[src/rtl/vending_ctrl_param.sv]
// ---------------------------------------------------------------------------
// vending_ctrl_param
//   Parametrised vending-machine controller. Accepts 5- and 10-unit coins
//   (credit is held in nickels), sells NUM_ITEMS products with individual
//   prices and stock counters, and returns change one coin per cycle,
//   largest coin first.
//
// Ports
//   clk        in   rising-edge clock
//   rst_n      in   synchronous active-low reset
//   coin5      in   pulse: a 5 coin was inserted
//   coin10     in   pulse: a 10 coin was inserted
//   sel        in   product select, bit i = product i
//   cancel     in   abort the transaction and refund all credit
//   restock    in   reload every stock counter to STOCK_INIT
//   available  out  bit i high when product i can be bought right now
//   drop       out  pulse: dispense product i (one-hot or zero)
//   change5    out  pulse: return a 5 coin
//   change10   out  pulse: return a 10 coin
//   reject     out  pulse: coin sampled on the previous edge was refused
//   credit     out  current credit in nickels
//   busy       out  high while dispensing or returning change
// ---------------------------------------------------------------------------
module vending_ctrl_param #(
  parameter int                      NUM_ITEMS  = 3,
  parameter int                      CW         = 8,
  parameter logic [NUM_ITEMS*CW-1:0] PRICES     = {8'd4, 8'd3, 8'd2},
  parameter int                      MAX_CREDIT = 10,
  parameter int                      SW         = 4,
  parameter int                      STOCK_INIT = 2
) (
  input  logic                 clk,
  input  logic                 rst_n,
  input  logic                 coin5,
  input  logic                 coin10,
  input  logic [NUM_ITEMS-1:0] sel,
  input  logic                 cancel,
  input  logic                 restock,
  output logic [NUM_ITEMS-1:0] available,
  output logic [NUM_ITEMS-1:0] drop,
  output logic                 change5,
  output logic                 change10,
  output logic                 reject,
  output logic [CW-1:0]        credit,
  output logic                 busy
);

  typedef enum logic [1:0] {
    S_IDLE   = 2'd0,
    S_DROP   = 2'd1,
    S_CHANGE = 2'd2
  } state_e;

  localparam logic [CW-1:0]   ONE_C      = CW'(1);
  localparam logic [CW-1:0]   TWO_C      = CW'(2);
  localparam logic [CW+1:0]   MAX_C      = (CW+2)'(MAX_CREDIT);
  localparam logic [SW-1:0]   STOCK_RST  = SW'(STOCK_INIT);
  localparam logic [SW-1:0]   STOCK_ONE  = SW'(1);

  state_e                          state_q,  state_d;
  logic [CW-1:0]                   credit_q, credit_d;
  logic [NUM_ITEMS-1:0][SW-1:0]    stock_q,  stock_d;
  logic [NUM_ITEMS-1:0]            drop_q,   drop_d;
  logic                            reject_q, reject_d;

  logic [NUM_ITEMS-1:0][CW-1:0]    price;
  logic [NUM_ITEMS-1:0]            avail;
  logic [NUM_ITEMS-1:0]            valid_sel;
  logic [NUM_ITEMS-1:0]            win;
  logic [CW-1:0]                   price_win;
  logic [CW+1:0]                   coin_sum;
  logic                            coin_any;

  // Per-item price slice and purchasability, decoded from registered state.
  generate
    for (genvar gi = 0; gi < NUM_ITEMS; gi++) begin : g_item
      assign price[gi] = PRICES[gi*CW +: CW];
      assign avail[gi] = (state_q == S_IDLE) && (credit_q >= price[gi]) &&
                         (stock_q[gi] != '0);
    end
  endgenerate

  // Lowest requested-and-available item wins: isolate the lowest set bit.
  assign valid_sel = sel & avail;
  assign win       = valid_sel & (~valid_sel + NUM_ITEMS'(1));

  always_comb begin
    price_win = '0;
    for (int i = 0; i < NUM_ITEMS; i++) begin
      if (win[i]) price_win = price_win | price[i];
    end
  end

  // Coin value in nickels is simply {coin10, coin5}; extra headroom bits
  // keep the overflow test from wrapping.
  assign coin_any = coin5 | coin10;
  assign coin_sum = {2'b00, credit_q} + {{CW{1'b0}}, coin10, coin5};

  always_comb begin
    state_d  = state_q;
    credit_d = credit_q;
    stock_d  = stock_q;
    drop_d   = '0;
    reject_d = 1'b0;

    case (state_q)
      S_IDLE: begin
        if (cancel) begin
          // Cancel consumes the cycle; any coin alongside it is refused.
          reject_d = coin_any;
          if (credit_q != '0) state_d = S_CHANGE;
        end else if (win != '0) begin
          reject_d = coin_any;
          credit_d = credit_q - price_win;
          drop_d   = win;
          state_d  = S_DROP;
          for (int i = 0; i < NUM_ITEMS; i++) begin
            if (win[i]) stock_d[i] = stock_q[i] - STOCK_ONE;
          end
        end else if (coin_any) begin
          // All-or-nothing: a coin pair that would overflow is refused whole.
          if (coin_sum <= MAX_C) credit_d = coin_sum[CW-1:0];
          else                   reject_d = 1'b1;
        end
      end

      S_DROP: begin
        reject_d = coin_any;
        state_d  = (credit_q != '0) ? S_CHANGE : S_IDLE;
      end

      S_CHANGE: begin
        reject_d = coin_any;
        if (credit_q >= TWO_C) credit_d = credit_q - TWO_C;
        else                   credit_d = '0;
        state_d = (credit_d == '0) ? S_IDLE : S_CHANGE;
      end

      default: begin
        state_d = S_IDLE;
      end
    endcase

    // Restock wins over a same-cycle purchase decrement.
    if (restock) begin
      for (int i = 0; i < NUM_ITEMS; i++) stock_d[i] = STOCK_RST;
    end
  end

  always_ff @(posedge clk) begin
    if (!rst_n) begin
      state_q  <= S_IDLE;
      credit_q <= '0;
      drop_q   <= '0;
      reject_q <= 1'b0;
      for (int i = 0; i < NUM_ITEMS; i++) stock_q[i] <= STOCK_RST;
    end else begin
      state_q  <= state_d;
      credit_q <= credit_d;
      stock_q  <= stock_d;
      drop_q   <= drop_d;
      reject_q <= reject_d;
    end
  end

  // Change coins are presented while in CHANGE; the matching credit
  // decrement happens on the edge that ends the cycle.
  assign change10  = (state_q == S_CHANGE) && (credit_q >= TWO_C);
  assign change5   = (state_q == S_CHANGE) && (credit_q == ONE_C);
  assign busy      = (state_q != S_IDLE);
  assign available = avail;
  assign drop      = drop_q;
  assign reject    = reject_q;
  assign credit    = credit_q;

endmodule

[config.mk]
export PLATFORM = sky130hd
export DESIGN_NAME = vending_ctrl_param
export DESIGN_NICKNAME = d
export VERILOG_FILES = /design/src/rtl/vending_ctrl_param.sv
export SDC_FILE = /design/constraint.sdc
export NUM_CORES = 1
export LEC_CHECK = 0
export CAP_MARGIN = 20
export CORE_UTILIZATION = 40
export DETAILED_ROUTE_END_ITERATION = 6
export DONT_BUFFER_PORTS = 1
export HOLD_SLACK_MARGIN = 0.02
export PLACE_DENSITY = 0.58
export SLEW_MARGIN = 20
export SYNTH_ARGS = -nofsm -noshare
export SYNTH_HDL_FRONTEND = slang
export SYNTH_SLANG_ARGS = --single-unit
[constraint.sdc]
create_clock -name clk -period 3.55 [get_ports clk]
set_input_delay 0.1775 -clock clk [delete_from_list [all_inputs] [get_ports clk]]
set_output_delay 0.1775 -clock clk [all_outputs]
set_load 0.005 [all_outputs]
==> parameters.txt, run 1 <==
Parameter                              Value

GRT
  Vias in the first global route    1764
  Largest net degree at the start of global routing    16
  Remaining global-route overflow    0
  Global-route wire length before repair    9073 um
  Global router's overall resource usage    21.92%
  Antenna violations before repair    0

STA
  Final hold violation count    0
  Clk_skew    around 0.011 ns
  Final Max Slew Viols    0
  Slew at the pin with the worst max-slew slack    approximately 0.63 ns
  Setup tns final    0 ns
  Unrepaired setup endpoints after global routing    no
  Worst slew margin relative to its limit    ~60%
  Fin crit period    approximately 3.2 ns
  Tcrit/Tclk final    slightly above 90%
  Highest attainable clock frequency    0.3078 GHz
  Final number of setup-violating endpoints    0
  Post-route worst hold slack    approximately 0.025 ns

Yosys
  Synth area leaders    dfxtp_1, ha_1, nor2_1, inv_1, xnor2_1
  Avg Inst Size Synth    approximately 7.9 um2
  Most instantiated flip-flop cell in the synthesis netlist    dfxtp_1
  Number of synthesized register bits    26
  Number of distinct library cell variants in the gate-level netlist after synthesis    between 50 and 60
  Fraction of registers with async set/reset    0%
  Total nets after synthesis    roughly 280
  Share of the synthesized area in the top cell type    25.40%
  Synthesis warning total    0
  Sequential element share of the synthesized area    between 20% and 30%
  Largest area contributor in the synthesized netlist    dfxtp_1
  Syn Inst Count    between 200 and 300
  Mapped Area    between 2000 and 2500 um2
  Cell types with the highest counts after synthesis    nor2_1, dfxtp_1, inv_1
  Number of flops mapped to enable cells by yosys    0
  Count leader, synth    nor2_1

Worst setup path
  Worst-path cell with the longest stage delay    or4_4
  CP max stage delay    ~0.57 ns
  Number of buffers and inverters on the critical path    2
  Worst path depth    13
  CP endpoint kind    register
  Crit-path most repeated cell    inv_2
  Worst path required time    roughly 3.7 ns
  Critical path class    reg -> reg
  CP top delay family    compound AO/OA/AOI/OAI gates
  Critical-path maximum fanout    8
  Cell-by-cell trace of the critical path    or4_4, a311oi_2, nor2_2, inv_2, nand2_2, inv_2, ha_1, a21o_1, a21oi_1, nand2_1, xnor2_1, a311o_1, o211a_1
  Arrival time reported for the critical path endpoint    3.44 ns
  Element type at the critical path start    register
  Cells on worst reg2reg path    13

Drt
  Post-route DRC violation count    0
  Routed via count divided by cell count    around 5.6
  Number of detailed-route iterations in the first pass    4
  DR iter-0 viols    about 120
  Total Wirelength    around 5600 um
  Post-DR wirelength/cell    16.83 um
  Via count    around 1900
  Number of antenna-violating nets in the routed design    0

Floorplanning
  Site Rows    25
  X dimension of the die    73.58 um
  Chip Height    between 70 and 80 um
  Count of pins on the block boundary    27
  Area of the core region    4817 um2
  Initial standard-cell utilization of the core    about 43%
  Die Footprint    5414 um2

Clock tree
  Number of buffers on the longest clock path    2
  Clk root buf    clkbuf_8
  # clock sinks    26
  Clock Latency Late Sink    around 0.28 ns
  CTS tree    yes
  Number of clock buffers inserted by TritonCTS    3
  Hold bufs inserted after CTS    1
  Max H-tree Level    1
  Reg clk slew, reported paths    between 0.1 and 0.15 ns
  Post-CTS Setup Bufs    0
  # resized after CTS    0

Hold path
  Worst Hold Depth    2
  Type of the tightest min-delay check    in -> reg

Power and ir drop
  Power density over the cells    1005 nW/um2
  Worst IR Drop VDD    roughly 0.00054 V
  Leak Pwr    roughly 0.96 nW

Layout
  Layout net count    between 200 and 300
  Area added between synthesis and finish    8.852%
  Area of all placed cells without fillers    2231 um2
  Fraction of final layout cells with drive strength greater than 1    about a tenth
  Diodes inserted    0

Place
  IO Port Bufs    0
  Half-perimeter wire length after placement    4081 um
  Placed Instance Area    2140 um2
  Final Wtd Congestion    0.8827

Run status
  Result of the run    finished, final reports clean

Job
  Reported max-cap violation count    0
==> final cells by class <==
| cell class | count | area [um2] |
|---|---|---|
| clock buffer | 3 | 41.29 |
| clock inverter | 1 | 30.03 |
| fill | 472 | 2586 |
| inverter | 21 | 78.83 |
| multi-input combinational | 198 | 1366 |
| sequential | 26 | 520.5 |
| tap | 67 | 83.83 |
| timing repair buffer | 14 | 110.1 |
==> layer usage <==
metal	track usage [%]	up-vias	wire (um)
li1	-	924	-
met4	8.547	0	78
met5	0	-	0
met3	3.018	8	397
met2	34.86	68	2575
met1	29.87	860	2503
==> kinds of logic after synthesis <==
logic type	Yosys count	synth area share [%]
and+or+nand+nor	110	27.47
AOI/OAI and AO/OA	50	18.62
buffers and inverters	35	7.936
DFF	26	25.40
adders and majority gates	16	10.50
xor gates and xnor gates	15	6.410
muxes	7	3.663
==> stage by stage <==
step                std cells  util (%)  total power [mW]  setup slack [ns]
floorplan                 259         -             1.610            0.4472
global placement          324     44.42             1.948            0.4353
detailed placement        324     44.42             1.944            0.4007
CTS                       329     46.10             2.224            0.3437
global route              330     46.31             2.421           0.03363
finish                    330     46.31             2.243            0.3008
==> worst register-to-register path, stage by stage, from the launching register on <==
cell      delay [ns]
dfxtp_1         0.40
or4_4           0.57
a311oi_2        0.37
nor2_2          0.12
inv_2           0.08
nand2_2         0.06
inv_2           0.11
ha_1            0.24
a21o_1          0.18
a21oi_1         0.27
nand2_1         0.14
xnor2_1         0.14
a311o_1         0.34
o211a_1         0.12
==> registers in the layout (all words and copies together), names as in the netlist <==
| name | flops |
|---|---|
| reject | 1 |
| drop | 3 |
| credit | 8 |
| stock_q | 12 |
| state_q | 2 |
==> where the power goes <==
group          total, mW  internal [mW]  switching, mW
sequential         0.434          0.349         0.0847
clock              0.262          0.151          0.111
combinational       1.55          0.646          0.901
==> final timing paths <==
kind,startpoint,to,slack [ns]
worst max-delay path,credit[4]$_SDFFE_PN0P_,credit[7]$_SDFFE_PN0P_,0.30
worst min-delay path,rst_n,credit[5]$_SDFFE_PN0P_,0.03
worst max register to register,credit[4]$_SDFFE_PN0P_,credit[7]$_SDFFE_PN0P_,0.30
worst min register to register,stock_q[9]$_SDFFE_PP1P_,stock_q[9]$_SDFFE_PP1P_,0.50
==> cells in the final DEF, fill, tap and decap left out, types with 8 or more instances in the layout <==
| cell | synthesis | layout |
|---|---|---|
| a21oi_1 | 10 | 10 |
| buf_4 | 0 | 12 |
| inv_1 | 19 | 19 |
| dfxtp_1 | 26 | 26 |
| nor4_1 | 8 | 8 |
| xnor2_1 | 8 | 8 |
| ha_1 | 14 | 14 |
| nand3_1 | 11 | 11 |
| nand2_1 | 17 | 17 |
| nor3_1 | 8 | 8 |
| nor2_1 | 35 | 35 |
No activity file was read; power rests on OpenSTA's default activity.
==> run 2, diff against run 1 <==
- CTS_CLUSTER_DIAMETER: default -> 100
- MAX_ROUTING_LAYER: default -> met4
==> run 2 against run 1 <==
Against the previous run: maximum frequency shrank 0.19%; hold slack lost 0.0023 ns; die area is the same.
==> parameters.txt, run 2 (synthesis results as in run 1) <==
Parameter                              Value

Drt
  Sum of met2 wire segment lengths after detailed routing    2580 um (+0.19%)
  Top sig layer    met4
  DR iter-0 viols    115 (unchanged)
  DRT met1 WL    2527 um (+0.96%)
  Number of antenna-violating nets in the routed design    0 (unchanged)
  Via count    1879 (+1.0%)
  Total Wirelength    5575 um (+0.38%)
  Total met3 wirelength after detailed routing    379 um (-4.5%)
  Post-DR wirelength/cell    16.89 um (+0.38%)
  Number of detailed-route iterations in the first pass    5 (+1)
  Routed via count divided by cell count    5.694 (+1.0%)
  Post-route DRC violation count    0 (unchanged)

GRT
  Global-route wire length before repair    9087 um (+0.15%)
  Global router's overall resource usage    22.65% (+0.73 points)
  Antenna violations before repair    0 (unchanged)
  Largest net degree at the start of global routing    16 (unchanged)
  Vias in the first global route    1766 (+0.11%)
  Remaining global-route overflow    0 (unchanged)

Layout
  Final cell count without fillers    330 (unchanged)
  Commonest non-fill, non-tap cells in the layout    nor2_1, dfxtp_1, inv_1
  Number of flip-flops in the largest register    12 (unchanged)
  Layout net count    289 (unchanged)
  Leading cell type in the layout, fill and taps excluded    nor2_1
  Diodes inserted    0 (unchanged)
  Fraction of final layout cells with drive strength greater than 1    10.65% (unchanged)
  Largest Register    stock_q
  Area added between synthesis and finish    8.852% (unchanged)

Worst setup path
  Arrival time reported for the critical path endpoint    3.45 ns (about the same)
  Origin of the critical flop-to-flop path    credit[4]$_SDFFE_PN0P_
  Element type at the critical path start    register
  Critical-path maximum fanout    8 (unchanged)
  CP max stage delay    0.57 ns (about the same)
  Capturing point of the worst reg2reg path    credit[7]$_SDFFE_PN0P_
  Critical path class    reg -> reg
  Setup slack on the worst flop-to-flop path    0.29 ns (about the same)
  Cells on worst reg2reg path    13 (unchanged)
  Worst-path cell with the longest stage delay    or4_4
  Worst path required time    3.74 ns (about the same)
  Cell-by-cell trace of the critical path    or4_4, a311oi_2, nor2_2, inv_2, nand2_2, inv_2, nand2_1, ha_1, a21oi_1, nand2_1, xnor2_1, a311o_1, o211a_1
  CP endpoint kind    register

STA
  Clk_skew    0.01327 ns (+0.002214 ns)
  Fin crit period    3.256 ns (+0.006295 ns)
  Final hold violation count    0 (unchanged)
  Highest attainable clock frequency    0.3072 GHz (-0.19%)
  Final Max Slew Viols    0 (unchanged)
  Setup tns final    0 ns (unchanged)
  Tcrit/Tclk final    91.70% (+0.18 points)
  Final Worst Setup Slack    0.2945 ns (-0.006295 ns)
  Worst slew margin relative to its limit    60.18% (+1.9 points)
  Slew at the pin with the worst max-slew slack    0.5973 ns (-0.02867 ns)
  Final number of setup-violating endpoints    0 (unchanged)
  Unrepaired setup endpoints after global routing    no
  Post-route worst hold slack    0.02285 ns (-0.002350 ns)

Job
  Reported max-cap violation count    0 (unchanged)

Floorplanning
  Area of the core region    4817 um2 (unchanged)
  Chip Height    73.58 um (unchanged)
  Die Footprint    5414 um2 (unchanged)
  Count of pins on the block boundary    27 (unchanged)
  Initial standard-cell utilization of the core    42.55% (unchanged)
  X dimension of the die    73.58 um (unchanged)
  Site Rows    25 (unchanged)

Hold path
  Destination of the worst hold path    credit[5]$_SDFFE_PN0P_
  Worst Hold Depth    2 (unchanged)
  Hold_sp    rst_n
  Type of the tightest min-delay check    in -> reg

Clock tree
  Hold bufs inserted after CTS    1 (unchanged)
  Number of clock buffers inserted by TritonCTS    3 (unchanged)
  CTS tree    yes
  # resized after CTS    0 (unchanged)
  Max H-tree Level    1 (unchanged)
  Number of buffers on the longest clock path    2 (unchanged)
  Clock Latency Late Sink    0.29 ns (about the same)
  # clock sinks    26 (unchanged)
  Clk root buf    clkbuf_8
  Post-CTS Setup Bufs    0 (unchanged)
  Reg clk slew, reported paths    0.11 ns (about the same)

Power and ir drop
  Worst IR Drop VDD    0.0005375 V (-0.50%)
  Power density over the cells    1008 nW/um2 (+0.27%)
  Leak Pwr    0.9585 nW (unchanged)
  Tot Pwr    2.249 mW (+0.27%)

Run status
  Result of the run    finished, final reports clean

Place
  Half-perimeter wire length after placement    4081 um (unchanged)
  IO Port Bufs    0 (unchanged)
  # placed instances    324 (unchanged)
  Setup slack at placement    0.4007 ns (unchanged)
  Final Wtd Congestion    0.8973 (+1.7%)
[run 2: cell counts in the layout (fill, tap and decap cells not counted)]
Identical to the previous run, type by type.
[run 2: where the power goes]
group          internal (mW)  leakage, nW  total [mW]  switching [mW]
logic                  0.646        0.711        1.55           0.905
registers              0.349        0.212       0.435          0.0859
clock network          0.151       0.0357       0.263           0.112
[run 2: how the worst max path moves through the flow]
stage / from / slack, ns / to
2_1_floorplan: credit[7]$_SDFFE_PN0P_ / 0.45 / credit[7]$_SDFFE_PN0P_
3_3_place_gp: credit[4]$_SDFFE_PN0P_ / 0.44 / credit[7]$_SDFFE_PN0P_
3_5_place_dp: credit[4]$_SDFFE_PN0P_ / 0.40 / credit[7]$_SDFFE_PN0P_
4_1_cts: credit[4]$_SDFFE_PN0P_ / 0.34 / credit[7]$_SDFFE_PN0P_
5_1_grt: credit[3]$_SDFFE_PN0P_ / 0.03 / credit[3]$_SDFFE_PN0P_
6_report: credit[4]$_SDFFE_PN0P_ / 0.29 / credit[7]$_SDFFE_PN0P_
[run 2: metrics by stage]
stage	area [um2]	utilization [%]
CTS	2221	46.10
floorplan	2049	-
finish	2231	46.31
global placement	2140	44.42
global route	2231	46.31
detailed placement	2140	44.42
[run 2: final cells by class]
cell class	count	area (um2)
well taps	67	83.83
multi-input cells	198	1366
clock buffers	3	41.29
clock inverters	1	30.03
inverters	21	78.83
fillers	472	2586
flip-flops and latches	26	520.5
repair buffers	14	110.1
[run 2: metal layers]
metal | GRT usage (%) | up-vias
met5 | - | -
li1 | - | 923
met2 | 34.66 | 71
met3 | 2.743 | 10
met1 | 30.46 | 875
met4 | 8.547 | 0
[run 2: critical path: cells and delay by family, from the launching register on]
family / cells / cell delay (ns)
compound gates: 4 / 1.10
xor+xnor: 1 / 0.14
fa+ha+maj: 1 / 0.33
buf+inv: 2 / 0.20
flops: 1 / 0.40
simple gates: 5 / 0.98
==> run 3, diff against run 2 <==
- clock period: 3.55 -> 3.1 ns (I/O delays scaled with it)
==> run 3 against run 2 <==
Against the previous run: critical path depth down 1; highest routed layer unchanged; first-iteration DRC count up 17%; clock skew down 0.011 ns; total power up 24%; largest power group unchanged.
==> parameters.txt, run 3 (synthesis results as in run 1) <==
Parameter                              Value

STA
  Final hold violation count    0 (unchanged)
  Worst slew margin relative to its limit    69.60% (+9.4 points)
  Final Max Slew Viols    0 (unchanged)
  Tcrit/Tclk final    93.70% (+2.0 points)
  Slew at the pin with the worst max-slew slack    0.4560 ns (-0.1413 ns)
  Unrepaired setup endpoints after global routing    no
  Clk_skew    0.001823 ns (-0.01144 ns)
  Fin crit period    2.905 ns (-0.3508 ns)
  Final number of setup-violating endpoints    0 (unchanged)
  Setup tns final    0 ns (unchanged)
  Highest attainable clock frequency    0.3443 GHz (+12%)

Power and ir drop
  Tot Pwr    2.784 mW (+24%)
  Worst IR Drop VDD    0.0006421 V (+19%)
  Power density over the cells    1175 nW/um2 (+17%)
  Leak Pwr    1.024 nW (+6.9%)

Drt
  DR iter-0 viols    135 (+17%)
  Post-DR wirelength/cell    16.25 um (-3.8%)
  Post-route DRC violation count    0 (unchanged)
  Total Wirelength    5558 um (-0.30%)
  Routed via count divided by cell count    5.558 (-2.4%)
  Via count    1901 (+1.2%)
  Number of antenna-violating nets in the routed design    0 (unchanged)
  Number of detailed-route iterations in the first pass    4 (-1)

GRT
  Met3 track utilization from global routing    5.213% (+2.5 points)
  Top Usage Layer GRT    met2
  Vias in the first global route    1798 (+1.8%)
  Global-route met2 utilization    32.93% (-1.7 points)
  Global-route wire length before repair    9052 um (-0.39%)
  Global Route met1 Usage    30.22% (-0.24 points)
  Largest net degree at the start of global routing    16 (unchanged)
  Global router's overall resource usage    22.45% (-0.20 points)
  Antenna violations before repair    0 (unchanged)
  Remaining global-route overflow    0 (unchanged)

Worst setup path
  Setup slack on the worst flop-to-flop path    0.20 ns (-0.10 ns)
  Worst path required time    3.28 ns (-0.46 ns)
  Worst-path cell with the longest stage delay    or4_4
  Element type at the critical path start    register
  CP top delay family    compound AO/OA/AOI/OAI gates
  CP max stage delay    0.55 ns (-0.02 ns)
  Critical-path maximum fanout    3 (-5)
  Number of buffers and inverters on the critical path    1 (-1)
  CP endpoint kind    register
  Critical path class    reg -> reg
  Arrival time reported for the critical path endpoint    3.08 ns (-0.37 ns)
  Cell-by-cell trace of the critical path    or4_4, a311oi_4, nor2_2, nor2_1, ha_1, inv_1, a21o_1, a21oi_2, nand2_1, xnor2_1, a311o_1, o211a_1

Clock tree
  Clock Latency Late Sink    0.28 ns (about the same)
  Max H-tree Level    1 (unchanged)
  Clk root buf    clkbuf_8
  Number of clock buffers inserted by TritonCTS    3 (unchanged)
  Number of buffers on the longest clock path    2 (unchanged)
  CTS tree    yes
  Post-CTS Setup Bufs    0 (unchanged)
  # clock sinks    26 (unchanged)
  Reg clk slew, reported paths    0.09 ns (-0.02 ns)

Layout
  Filler Cells Inserted    491 (+4.0%)
  Commonest non-fill, non-tap cells in the layout    nor2_1, dfxtp_1, buf_4
  Diodes inserted    0 (unchanged)
  Area added between synthesis and finish    15.63%
  Fraction of final layout cells with drive strength greater than 1    16.73% (+6.1 points)
  Largest Register    stock_q
  Final cell count without fillers    342 (+3.6%)
  Layout net count    301 (+4.2%)
  Number of flip-flops in the largest register    12 (unchanged)
  Leading cell type in the layout, fill and taps excluded    nor2_1

Place
  Final Wtd Congestion    0.9733 (+8.5%)
  IO Port Bufs    0 (unchanged)
  Half-perimeter wire length after placement    4221 um (+3.4%)
  # placed instances    336 (+3.7%)

Floorplanning
  Chip Height    73.58 um (unchanged)
  Site Rows    25 (unchanged)
  Area of the core region    4817 um2 (unchanged)
  Count of pins on the block boundary    27 (unchanged)
  Initial standard-cell utilization of the core    42.55% (unchanged)
  X dimension of the die    73.58 um (unchanged)
  Die Footprint    5414 um2 (unchanged)

Run status
  Result of the run    finished, final reports clean

Hold path
  Type of the tightest min-delay check    in -> reg

Job
  Reported max-cap violation count    0 (unchanged)
[run 3: report_power, final]
group | switching, mW | leakage (nW) | total [mW] | internal [mW]
Sequential | 0.0710 | 0.212 | 0.471 | 0.400
Clock | 0.114 | 0.0357 | 0.287 | 0.173
Combinational | 1.12 | 0.777 | 2.03 | 0.903
Total | 1.31 | 1.02 | 2.78 | 1.48
[run 3: final timing paths]
kind,to,startpoint,depth (start not counted)
hold reg to reg,stock_q[9]$_SDFFE_PP1P_,stock_q[9]$_SDFFE_PP1P_,1
setup reg to reg,credit[7]$_SDFFE_PN0P_,credit[4]$_SDFFE_PN0P_,12
hold / removal,credit[6]$_SDFFE_PN0P_,rst_n,2
setup / recovery,credit[7]$_SDFFE_PN0P_,credit[4]$_SDFFE_PN0P_,12
[run 3: routing by layer]
metal / share of wire (%) / up-vias
met4: 2.3 / 0
met5: 0 / -
met3: 7.1 / 12
li1: - / 951
met1: 47 / 878
met2: 44 / 60
[run 3: area by class of cell]
type	count	area (um2)	share of cell area [%]
clock buffer	3	41.29	1.742
clock inverter	1	30.03	1.267
inverter	21	78.83	3.326
multi-input combinational	198	1415	59.72
sequential	26	520.5	21.96
tap	67	83.83	3.537
timing repair buffer	26	200.2	8.448
[run 3: worst register-to-register path, cell delays in order (launching register included)]
cell and delay, ns:
dfxtp_1 0.32, or4_4 0.55, a311oi_4 0.33, nor2_2 0.09
nor2_1 0.20, ha_1 0.22, inv_1 0.05, a21o_1 0.16
a21oi_2 0.17, nand2_1 0.12, xnor2_1 0.13, a311o_1 0.34
o211a_1 0.12
[run 3: timing repair]
action / CTS / global route
resized for setup: 0 / 8
hold endpoints to repair: 8 / 0
hold buffers: 2 / 0
endpoints found under the setup margin: 0 / 4
[run 3: through the flow]
stage,hold WS (ns),setup WS (ns),util (%),cell area [um2]
after floorplan,0.3545,0.02877,-,2061
after global placement,0.2951,0.2037,46.52,2241
after detailed placement,0.2943,0.1497,46.52,2241
after CTS,0.02351,0.1324,48.42,2332
after global routing,0.03624,0.01570,49.19,2370
final,0.02819,0.1953,49.19,2370
